===== config.mk =====
export PLATFORM = sky130hd
export DESIGN_NAME = mem_port_arbiter
export DESIGN_NICKNAME = d
export VERILOG_FILES = /design/src/rtl/mem_port_arbiter_pkg.sv /design/src/rtl/mem_port_arbiter_store_lane_align.sv /design/src/rtl/mem_port_arbiter.sv
export SDC_FILE = /design/constraint.sdc
export NUM_CORES = 1
export LEC_CHECK = 0
export CAP_MARGIN = 20
export CORE_MARGIN = 5
export CORE_UTILIZATION = 41
export CTS_CLUSTER_DIAMETER = 80
export DETAILED_ROUTE_END_ITERATION = 6
export GPL_TIMING_DRIVEN = 0
export HOLD_SLACK_MARGIN = 0.08
export PLACE_DENSITY = 0.83
export SLEW_MARGIN = 10
export SYNTH_ARGS = -nofsm -noshare
export SYNTH_HDL_FRONTEND = slang
export SYNTH_HIERARCHICAL = 1
export SYNTH_SLANG_ARGS = --single-unit

===== constraint.sdc =====
create_clock -name clk -period 1.7 [get_ports clk]
set_input_delay 0.17 -clock clk [delete_from_list [all_inputs] [get_ports clk]]
set_output_delay 0.17 -clock clk [all_outputs]
set_load 0.03 [all_outputs]

===== src/rtl/mem_port_arbiter_pkg.sv =====
`default_nettype none
// ============================================================================
// Module      : mem_port_arbiter_pkg
// Description : Shared ISA constants and arbiter types for the memory port.
// Revision    : 1.0 - initial release
// ============================================================================
package mem_port_arbiter_pkg;

    localparam int XLEN = 32;

    localparam logic [2:0] FUNCT3_LB  = 3'b000;
    localparam logic [2:0] FUNCT3_LH  = 3'b001;
    localparam logic [2:0] FUNCT3_LW  = 3'b010;
    localparam logic [2:0] FUNCT3_LBU = 3'b100;
    localparam logic [2:0] FUNCT3_LHU = 3'b101;
    localparam logic [2:0] FUNCT3_SB  = 3'b000;
    localparam logic [2:0] FUNCT3_SH  = 3'b001;
    localparam logic [2:0] FUNCT3_SW  = 3'b010;

    typedef enum logic {
        GRANT_FETCH = 1'b0,
        GRANT_DATA  = 1'b1
    } mem_grant_t;

    typedef enum logic [1:0] {
        ST_IDLE = 2'd0,
        ST_REQ  = 2'd1,
        ST_WAIT = 2'd2,
        ST_RESP = 2'd3
    } mem_arb_state_t;

endpackage
`default_nettype wire


===== src/rtl/mem_port_arbiter_store_lane_align.sv =====
`default_nettype none
// ============================================================================
// Module      : store_lane_align
// Description : Data-request legality decode plus store strobe/lane formation.
// Revision    : 1.0 - initial release
// ============================================================================
module store_lane_align
    import mem_port_arbiter_pkg::*;
(
    input  logic            i_we,
    input  logic [1:0]      i_addr_lo,
    input  logic [2:0]      i_funct3,
    input  logic [XLEN-1:0] i_wdata,
    output logic [3:0]      o_wstrb,
    output logic [XLEN-1:0] o_wdata,
    output logic            o_legal
);

    logic w_f3_ok;
    logic w_aligned;

    always_comb begin
        w_f3_ok   = 1'b0;
        w_aligned = 1'b0;
        o_wstrb   = 4'b0000;
        o_wdata   = '0;
        if (i_we) begin
            case (i_funct3)
                FUNCT3_SB: begin
                    w_f3_ok   = 1'b1;
                    w_aligned = 1'b1;
                    o_wstrb   = 4'b0001 << i_addr_lo;
                    o_wdata   = {4{i_wdata[7:0]}};
                end
                FUNCT3_SH: begin
                    w_f3_ok   = 1'b1;
                    w_aligned = ~i_addr_lo[0];
                    o_wstrb   = 4'b0011 << i_addr_lo;
                    o_wdata   = {2{i_wdata[15:0]}};
                end
                FUNCT3_SW: begin
                    w_f3_ok   = 1'b1;
                    w_aligned = (i_addr_lo == 2'b00);
                    o_wstrb   = 4'b1111;
                    o_wdata   = i_wdata;
                end
                default: ;
            endcase
        end else begin
            // Loads never write: strobes and write data stay zero.
            case (i_funct3)
                FUNCT3_LB, FUNCT3_LBU: begin
                    w_f3_ok   = 1'b1;
                    w_aligned = 1'b1;
                end
                FUNCT3_LH, FUNCT3_LHU: begin
                    w_f3_ok   = 1'b1;
                    w_aligned = ~i_addr_lo[0];
                end
                FUNCT3_LW: begin
                    w_f3_ok   = 1'b1;
                    w_aligned = (i_addr_lo == 2'b00);
                end
                default: ;
            endcase
        end
        o_legal = w_f3_ok & w_aligned;
    end

endmodule
`default_nettype wire


===== src/rtl/mem_port_arbiter.sv =====
`default_nettype none
// ============================================================================
// Module      : mem_port_arbiter
// Description : Shares one memory port between instruction fetch and load/store.
// Revision    : 1.0 - initial release
// ============================================================================
module mem_port_arbiter
    import mem_port_arbiter_pkg::*;
(
    input  logic            clk,
    input  logic            rst_n,
    input  logic            i_if_req_valid,
    input  logic [XLEN-1:0] i_if_req_addr,
    output logic            o_if_resp_valid,
    output logic [XLEN-1:0] o_if_resp_data,
    output logic            o_if_misaligned,
    input  logic            i_d_req_valid,
    input  logic            i_d_req_we,
    input  logic [XLEN-1:0] i_d_req_addr,
    input  logic [2:0]      i_d_req_funct3,
    input  logic [XLEN-1:0] i_d_req_wdata,
    output logic            o_d_resp_valid,
    output logic [XLEN-1:0] o_d_resp_data,
    output logic            o_d_misaligned,
    output logic            o_mem_req_valid,
    input  logic            i_mem_req_ready,
    output logic [XLEN-1:0] o_mem_req_addr,
    output logic            o_mem_req_we,
    output logic [3:0]      o_mem_req_wstrb,
    output logic [XLEN-1:0] o_mem_req_wdata,
    input  logic            i_mem_resp_valid,
    input  logic [XLEN-1:0] i_mem_resp_rdata
);

    mem_arb_state_t  r_state;
    mem_arb_state_t  w_state_nxt;
    mem_grant_t      r_last_grant;
    logic            r_we;
    logic [1:0]      r_addr_lo;

    logic            r_mem_req_valid;
    logic [XLEN-1:0] r_mem_req_addr;
    logic            r_mem_req_we;
    logic [3:0]      r_mem_req_wstrb;
    logic [XLEN-1:0] r_mem_req_wdata;
    logic            r_if_resp_valid;
    logic [XLEN-1:0] r_if_resp_data;
    logic            r_if_misaligned;
    logic            r_d_resp_valid;
    logic [XLEN-1:0] r_d_resp_data;
    logic            r_d_misaligned;

    logic            w_grant_any;
    logic            w_grant_data;
    logic            w_req_legal;
    logic [XLEN-1:0] w_gnt_addr;
    logic [3:0]      w_d_wstrb;
    logic [XLEN-1:0] w_d_wdata;
    logic            w_d_legal;
    logic [XLEN-1:0] w_load_data;

    store_lane_align u_store_lane_align (
        .i_we      (i_d_req_we),
        .i_addr_lo (i_d_req_addr[1:0]),
        .i_funct3  (i_d_req_funct3),
        .i_wdata   (i_d_req_wdata),
        .o_wstrb   (w_d_wstrb),
        .o_wdata   (w_d_wdata),
        .o_legal   (w_d_legal)
    );

    assign w_gnt_addr  = w_grant_data ? i_d_req_addr : i_if_req_addr;
    assign w_load_data = i_mem_resp_rdata >> {r_addr_lo, 3'b000};

    // Data wins a tie unless it also won the previous grant.
    always_comb begin
        w_state_nxt  = r_state;
        w_grant_any  = 1'b0;
        w_grant_data = 1'b0;
        w_req_legal  = 1'b0;
        case (r_state)
            ST_IDLE: begin
                w_grant_any  = i_d_req_valid | i_if_req_valid;
                w_grant_data = i_d_req_valid &
                               (~i_if_req_valid | (r_last_grant != GRANT_DATA));
                w_req_legal  = w_grant_data ? w_d_legal : (i_if_req_addr[1:0] == 2'b00);
                if (w_grant_any) begin
                    w_state_nxt = w_req_legal ? ST_REQ : ST_RESP;
                end
            end
            ST_REQ: begin
                if (i_mem_req_ready) begin
                    w_state_nxt = ST_WAIT;
                end
            end
            ST_WAIT: begin
                if (i_mem_resp_valid) begin
                    w_state_nxt = ST_RESP;
                end
            end
            ST_RESP: w_state_nxt = ST_IDLE;
            default: w_state_nxt = ST_IDLE;
        endcase
    end

    always_ff @(posedge clk or negedge rst_n) begin
        if (!rst_n) begin
            r_state <= ST_IDLE;
        end else begin
            r_state <= w_state_nxt;
        end
    end

    always_ff @(posedge clk or negedge rst_n) begin
        if (!rst_n) begin
            r_last_grant    <= GRANT_FETCH;
            r_we            <= 1'b0;
            r_addr_lo       <= 2'b00;
            r_mem_req_valid <= 1'b0;
            r_mem_req_addr  <= '0;
            r_mem_req_we    <= 1'b0;
            r_mem_req_wstrb <= 4'b0000;
            r_mem_req_wdata <= '0;
            r_if_resp_valid <= 1'b0;
            r_if_resp_data  <= '0;
            r_if_misaligned <= 1'b0;
            r_d_resp_valid  <= 1'b0;
            r_d_resp_data   <= '0;
            r_d_misaligned  <= 1'b0;
        end else begin
            r_if_resp_valid <= 1'b0;
            r_if_misaligned <= 1'b0;
            r_d_resp_valid  <= 1'b0;
            r_d_misaligned  <= 1'b0;
            case (r_state)
                ST_IDLE: begin
                    if (w_grant_any) begin
                        r_last_grant <= w_grant_data ? GRANT_DATA : GRANT_FETCH;
                        r_we         <= w_grant_data & i_d_req_we;
                        r_addr_lo    <= w_gnt_addr[1:0];
                        if (w_req_legal) begin
                            r_mem_req_valid <= 1'b1;
                            r_mem_req_addr  <= {w_gnt_addr[XLEN-1:2], 2'b00};
                            r_mem_req_we    <= w_grant_data & i_d_req_we;
                            r_mem_req_wstrb <= w_grant_data ? w_d_wstrb : 4'b0000;
                            r_mem_req_wdata <= w_grant_data ? w_d_wdata : '0;
                        end else if (w_grant_data) begin
                            r_d_resp_valid <= 1'b1;
                            r_d_misaligned <= 1'b1;
                            r_d_resp_data  <= '0;
                        end else begin
                            r_if_resp_valid <= 1'b1;
                            r_if_misaligned <= 1'b1;
                            r_if_resp_data  <= '0;
                        end
                    end
                end
                ST_REQ: begin
                    if (i_mem_req_ready) begin
                        r_mem_req_valid <= 1'b0;
                    end
                end
                ST_WAIT: begin
                    if (i_mem_resp_valid) begin
                        if (r_last_grant == GRANT_DATA) begin
                            r_d_resp_valid <= 1'b1;
                            r_d_resp_data  <= r_we ? '0 : w_load_data;
                        end else begin
                            r_if_resp_valid <= 1'b1;
                            r_if_resp_data  <= i_mem_resp_rdata;
                        end
                    end
                end
                default: ;
            endcase
        end
    end

    assign o_mem_req_valid = r_mem_req_valid;
    assign o_mem_req_addr  = r_mem_req_addr;
    assign o_mem_req_we    = r_mem_req_we;
    assign o_mem_req_wstrb = r_mem_req_wstrb;
    assign o_mem_req_wdata = r_mem_req_wdata;
    assign o_if_resp_valid = r_if_resp_valid;
    assign o_if_resp_data  = r_if_resp_data;
    assign o_if_misaligned = r_if_misaligned;
    assign o_d_resp_valid  = r_d_resp_valid;
    assign o_d_resp_data   = r_d_resp_data;
    assign o_d_misaligned  = r_d_misaligned;

endmodule
`default_nettype wire


==> out/results.ini, run 1 <==
[route]
postRouteAntennaNets=0
num_vias=6602
wirelength_mm=25.7
drt_iter0_markers=376
via_per_inst=5.47
drc_errors=0
wl_per_cell_um=21.3
drtPass1Iterations=5

[synthesis]
synth_top_area_cell=dfrtp_1
syn_inst=641
ys_seq_elements=142
async_reset_ff_share_pct=100
ys_seq_area_share_pct=46.6
ys_types=45
synth_area_leaders=dfrtp_1 (47%), mux2_4 (15%), mux2i_1 (6.7%)
ys.flop_type=dfrtp_1
synth_area_per_cell_um2=11.9
synth_top_area_share_pct=46.6
synthesis.area_um2=7620
synth_edf_count=0
synth_warnings=6

[sta]
max_slew_margin_pct=62.2
fin_crit_sh_pct=106
layout_setup_ws_ns=-0.0954
finalHoldViolations=0
finalClockSkew_ns=0.0106
setup_tns_ns=-3.20
maxClockFrequency_mhz=557
worstMarginPinSlew_ns=0.562
period_needed_ns=1.80
slew_violations=0
rsz0062_at_grt=true
finalSetupViolCount=54
hold_slack_ns=0.135

[die]
rows=49
core-area_um2=18100
pin_count=276
fp.dieArea_um2=21400
initial_core_util_pct=42.0
die_h_um=146
die_width_um=146

[flow_run]
max_cap_viol_count=0

[power]
ir_drop_mv=0.787
cellPowerDensity_nw_per_um2=1590
p_leak_nw=5.38

[cells_and_area]
syn_to_final_growth_pct=58.8
layout_commonest_cell=clkdlybuf4s50_1
final_core_util_pct=66.7
drive_gt1_share_pct=26.5
antenna_cells=0
layout.nets=1107
final_cell_mix=clkdlybuf4s50_1 (258), dfrtp_1 (141), mux2_4 (81), mux2i_1 (51), nand2_1 (50)

[critical_path]
crit_buf_inv=2
critPathTopFamily=simple AND/OR/NAND/NOR gates
max_stage_delay_ns=0.44
crit_path_end_kind=register
critPathSlowestCell=or3b_4
criticalPathCategory=reg -> reg
critPathMaxFanout=6
cp-start-kind=register
crit_required_ns=2.05
path_cells=inv_2 > ha_4 > or3b_4 > nor2_4 > buf_6 > o2bb2ai_1 > mux2_4
arrival_ns=2.15

[grt]
grt_usage_pct=23.3
antenna_found_initial=1
grt_pass1_vias=6968
grt_pass1_wl_mm=39.7
grt_max_degree=77
gr-total-overflow=0

[place]
gp_congestion=0.912
dpl_worst_slack_ns=-0.934
port_buffers=272
place_hpwl_mm=18.8

[clock_network]
clock_latency_ns=0.41
cts_buffers=17
h-tree-depth=4
cts_sinks=142
root_buffer=clkbuf_16
cts_buffer_depth=2
clk_pin_slew_worst_paths_ns=0.06
cts_tree=built

[outcome]
run_status=finished with violations
violations=negative setup slack

[hold_path]
hold_path_class=in -> reg

[worst paths after layout]
| kind | end | slack, ns | cells past startpoint | startpoint |
|---|---|---|---|---|
| worst max-delay path | o_d_resp_data[15] | -0.1 | 7 | r_state[0] |
| worst min-delay path | o_mem_req_wdata[16] | 0.13 | 5 | i_d_req_funct3[1] |
| worst max register to register | o_d_resp_data[15] | -0.1 | 7 | r_state[0] |
| worst min register to register | o_mem_req_wdata[24] | 0.50 | 2 | o_mem_req_wdata[24] |
| max in group asynchronous | r_state[1] | 0.62 | 3 | rst_n |
| min in group asynchronous | o_if_resp_data[28] | 0.29 | 2 | rst_n |
[through the flow]
stage	power [mW]	std cells	cell area, um^2
final	19.2	1208	12100
after global routing	20.0	1208	12100
after CTS	19.0	1205	11900
after detailed placement	14.2	1144	10700
after global placement	14.0	1143	10700
after floorplan	10.7	642	7710
[layout make-up]
type	count	area, um^2
timing repair buffer	308	3130
inverter	14	52.6
tap	229	287
buffer	56	546
multi-input combinational	427	3920
clock inverter	12	160
fill	1337	6050
sequential	142	3550
clock buffer	20	457
[timing repair]
item | CTS | global route
hold buffers | 1 | 0
cloned | 2 | 1
endpoints found under the setup margin | 135 | 135
gates resized for setup | 72 | 71
pin swaps | 7 | 5
hold endpoints to repair | 66 | 0
setup buffers | 27 | 4
[flip-flops by register name, summed over array words and instances, names as in the netlist]
name / flops
o_d_misaligned: 1
o_d_resp_data: 32
o_d_resp_valid: 1
o_if_misaligned: 1
o_if_resp_data: 32
o_if_resp_valid: 1
o_mem_req_addr: 30
o_mem_req_valid: 1
o_mem_req_wdata: 32
o_mem_req_we: 1
o_mem_req_wstrb: 4
r_addr_lo: 2
r_last_grant: 1
r_state: 2
r_we: 1
[synth_stat cells, drive strengths merged (3+ instances only)]
| library cell | count |
|---|---|
| a21oi | 11 |
| o31ai | 36 |
| o22ai | 24 |
| dfrtp | 142 |
| o21ai | 42 |
| nand2b | 13 |
| mux2 | 86 |
| ha | 3 |
| nor3b | 8 |
| clkbuf | 15 |
| buf | 44 |
| nand2 | 51 |
| nor2 | 16 |
| o2bb2ai | 8 |
| a22o | 34 |
| inv | 14 |
| and2 | 3 |
| nand3b | 21 |
| mux2i | 51 |
| a211oi | 3 |
[metal layers]
| metal | GRT usage, % | wire (um) | share of wire [%] |
|---|---|---|---|
| met1 | 28.6 | 10000 | 39 |
| met2 | 39.5 | 12600 | 49 |
| met3 | 7.07 | 2470 | 9.6 |
| met4 | 7.24 | 606 | 2.4 |
| met5 | 0 | 13 | 0.051 |
[logic make-up (layout without fill, tap and decap cells)]
logic type      count (synthesis)  count (layout)  synth area share, %
compound gates                167             167                 15.9
fa+ha+maj                       3               3                0.493
buf+inv                        73             410                 5.55
flops                         142             142                 46.6
mux                           137             137                 23.1
other cells                     1               2               0.0492
simple gates                  118             118                 8.26
[worst reg2reg max path: stages (launching register included)]
cell and delay, ns:
dfrtp_1 0.39, inv_2 0.11, ha_4 0.19, or3b_4 0.45
nor2_4 0.18, buf_6 0.13, o2bb2ai_1 0.12, mux2_4 0.17
[report_power, final]
part           leakage [nW]  total, mW  internal [mW]  switching (mW)
clock                 0.289       3.89           2.40            1.49
combinational          3.22       10.3           4.99            5.28
sequential             1.87       5.03           4.40           0.629
No activity file was read; power rests on OpenSTA's default activity.
==> run 2: changes to the inputs <==
- CORE_MARGIN: 5 -> not set
- CTS_CLUSTER_SIZE: not set -> 20
==> run 2 against run 1 <==
  * The run ends with design-rule violations, negative setup slack left
  * Sequential power is essentially flat
  * Design area rose by 3.1%
  * Count of clock-buffer cells in the layout up 3
  * Worst setup slack got worse by 0.0086 ns
  * Global-route usage grew 2.6 points
  * Core utilization grew 2.3 points
  * Non-clock buffer count increased by 14
==> out/results.ini, run 2 (synthesis gave the netlist of run 1 again) <==
[critical_path]
critPathSlowestCell=dfrtp_1  ; was or3b_4
critPathMaxFanout=6  ; unchanged
crit_required_ns=2.00  ; was 2.05 ns
critPathTopFamily=buffers and inverters  ; was simple AND/OR/NAND/NOR gates
criticalPathCategory=reg -> reg  ; unchanged
arrival_ns=2.11  ; was 2.15 ns
crit_buf_inv=4  ; was 2
path_cells=inv_2 > ha_4 > buf_6 > nand2b_4 > a22o_1 > buf_6 > clkbuf_16 > mux2_4  ; was inv_2 > ha_4 > or3b_4 > nor2_4 > buf_6 > o2bb2ai_1 > mux2_4
crit_path_start=r_state[0]  ; unchanged
crit_path_end_kind=register  ; unchanged
rr_startpoint=r_state[0]  ; unchanged
max_stage_delay_ns=0.39  ; was 0.44 ns
crit_top_cell=buf_6
cp-start-kind=register  ; unchanged

[route]
num_vias=6789  ; was 6602
drt_iter0_markers=437  ; was 376
drc_errors=44  ; was 0
postRouteAntennaNets=0  ; unchanged
wl_per_cell_um=20.6  ; was 21.3 um
drtPass1Iterations=7  ; was 5
via_per_inst=5.56  ; was 5.47
wirelength_mm=25.2  ; was 25.7 mm

[cells_and_area]
layout_commonest_cell=clkdlybuf4s50_1  ; unchanged
syn_to_final_growth_pct=63.7  ; was 58.8%
design_area_um2=12500  ; was 12100 um^2
layout.nets=1121  ; was 1107
final_cell_mix=clkdlybuf4s50_1 (258), dfrtp_1 (141), mux2_4 (80), mux2i_1 (51), nand2_1 (48)  ; was clkdlybuf4s50_1 (258), dfrtp_1 (141), mux2_4 (81), mux2i_1 (51), nand2_1 (50)
final_cells=1222  ; was 1208
drive_gt1_share_pct=27.5  ; was 26.5%
antenna_cells=0  ; unchanged
final_core_util_pct=69.0  ; was 66.7%
fillers=1274  ; was 1337

[grt]
antenna_found_initial=0  ; was 1
grt_pass1_vias=6809  ; was 6968
gr-total-overflow=0  ; unchanged
grt_max_degree=77  ; unchanged
grt_pass1_wl_mm=38.1  ; was 39.7 mm
grt_usage_pct=25.9  ; was 23.3%

[place]
dpl_worst_slack_ns=-0.955  ; was -0.934 ns
place_hpwl_mm=17.6  ; was 18.8 mm
port_buffers=272  ; unchanged
gp_congestion=0.907  ; was 0.912
dpl.cell_count=1144  ; unchanged
post_dp_cell_area_um2=10700  ; about the same

[sta]
worstMarginPinSlew_ns=0.641  ; was 0.562 ns
setup_tns_ns=-3.20  ; about the same
layout_setup_ws_ns=-0.104  ; was -0.0954 ns
maxClockFrequency_mhz=554  ; was 557 MHz
rsz0062_at_grt=true  ; unchanged
hold_slack_ns=0.131  ; was 0.135 ns
max_slew_margin_pct=57.3  ; was 62.2%
period_needed_ns=1.80  ; about the same
slew_violations=0  ; unchanged
finalHoldViolations=0  ; unchanged
finalClockSkew_ns=0.00693  ; was 0.0106 ns
finalSetupViolCount=68  ; was 54
fin_crit_sh_pct=106  ; about the same

[clock_network]
clk_pin_slew_worst_paths_ns=0.06  ; about the same
cts_buffer_depth=2  ; unchanged
cts_buffers=17  ; unchanged
cts_tree=built  ; unchanged
root_buffer=clkbuf_16  ; unchanged
clock_latency_ns=0.42  ; was 0.41 ns
h-tree-depth=4  ; unchanged
cts_sinks=142  ; unchanged

[die]
pin_count=276  ; unchanged
initial_core_util_pct=42.1  ; was 42.0%
die_width_um=138  ; was 146 um
die_h_um=138  ; was 146 um
rows=49  ; unchanged
fp.dieArea_um2=19100  ; was 21400 um^2
core-area_um2=18100  ; about the same

[power]
cellPowerDensity_nw_per_um2=1610  ; was 1590 nW/um^2
ir_drop_mv=0.919  ; was 0.787 mV
p_leak_nw=5.60  ; was 5.38 nW
total_power_mw=20.1  ; was 19.2 mW

[hold_path]
holdCritStartpoint=i_d_req_funct3[1]  ; unchanged
hold_path_class=in -> reg  ; unchanged

[outcome]
violations=design-rule violations, negative setup slack  ; was negative setup slack
run_status=finished with violations  ; unchanged

[flow_run]
max_cap_viol_count=0  ; unchanged

[run 2: final cells by class]
type,instances,area [um^2],share of cell area (%)
Multi-Input combinational cell,427,3950,31.6
Sequential cell,142,3550,28.5
Tap cell,229,287,2.30
Clock inverter,9,178,1.42
Clock buffer,23,498,3.99
Inverter,14,55.1,0.441
Timing Repair Buffer,323,3440,27.6
Buffer,55,520,4.17
[run 2: worst min-delay path, stage by stage]
cell,delay [ns]
buf_8,0.09
nand2b_1,0.09
a21oi_1,0.05
nand2_1,0.06
o31ai_1,0.06
[run 2: layer usage]
metal | up-vias | global-route usage (%) | wire [um]
li1 | 3025 | - | -
met1 | 3348 | 32.6 | 10200
met2 | 376 | 42.1 | 12200
met3 | 40 | 7.55 | 2280
met4 | 0 | 9.82 | 580
met5 | - | 0 | 0
[run 2: path summary, 6_finish.rpt]
check	slack, ns	to	cells after the start
worst min register to register	0.50	o_if_resp_data[13]	1
worst max-delay path	-0.10	o_d_resp_data[5]	8
worst max register to register	-0.10	o_d_resp_data[5]	8
worst min-delay path	0.13	o_mem_req_wdata[16]	5
max in group asynchronous	0.55	o_mem_req_addr[30]	3
min in group asynchronous	0.34	o_d_resp_data[2]	2
[run 2: power breakdown]
part	switching, mW	internal [mW]	total, mW
clock	1.43	2.80	4.24
sequential	0.641	4.40	5.04
combinational	5.38	5.40	10.8
[run 2: timing repair]
action | in CTS | in global routing
cloned | 3 | 8
hold endpoints to repair | 66 | 0
gates resized for setup | 68 | 58
hold buffers | 1 | 0
pin swaps | 8 | 8
setup buffers | 22 | 16
endpoints found under the setup margin | 136 | 138
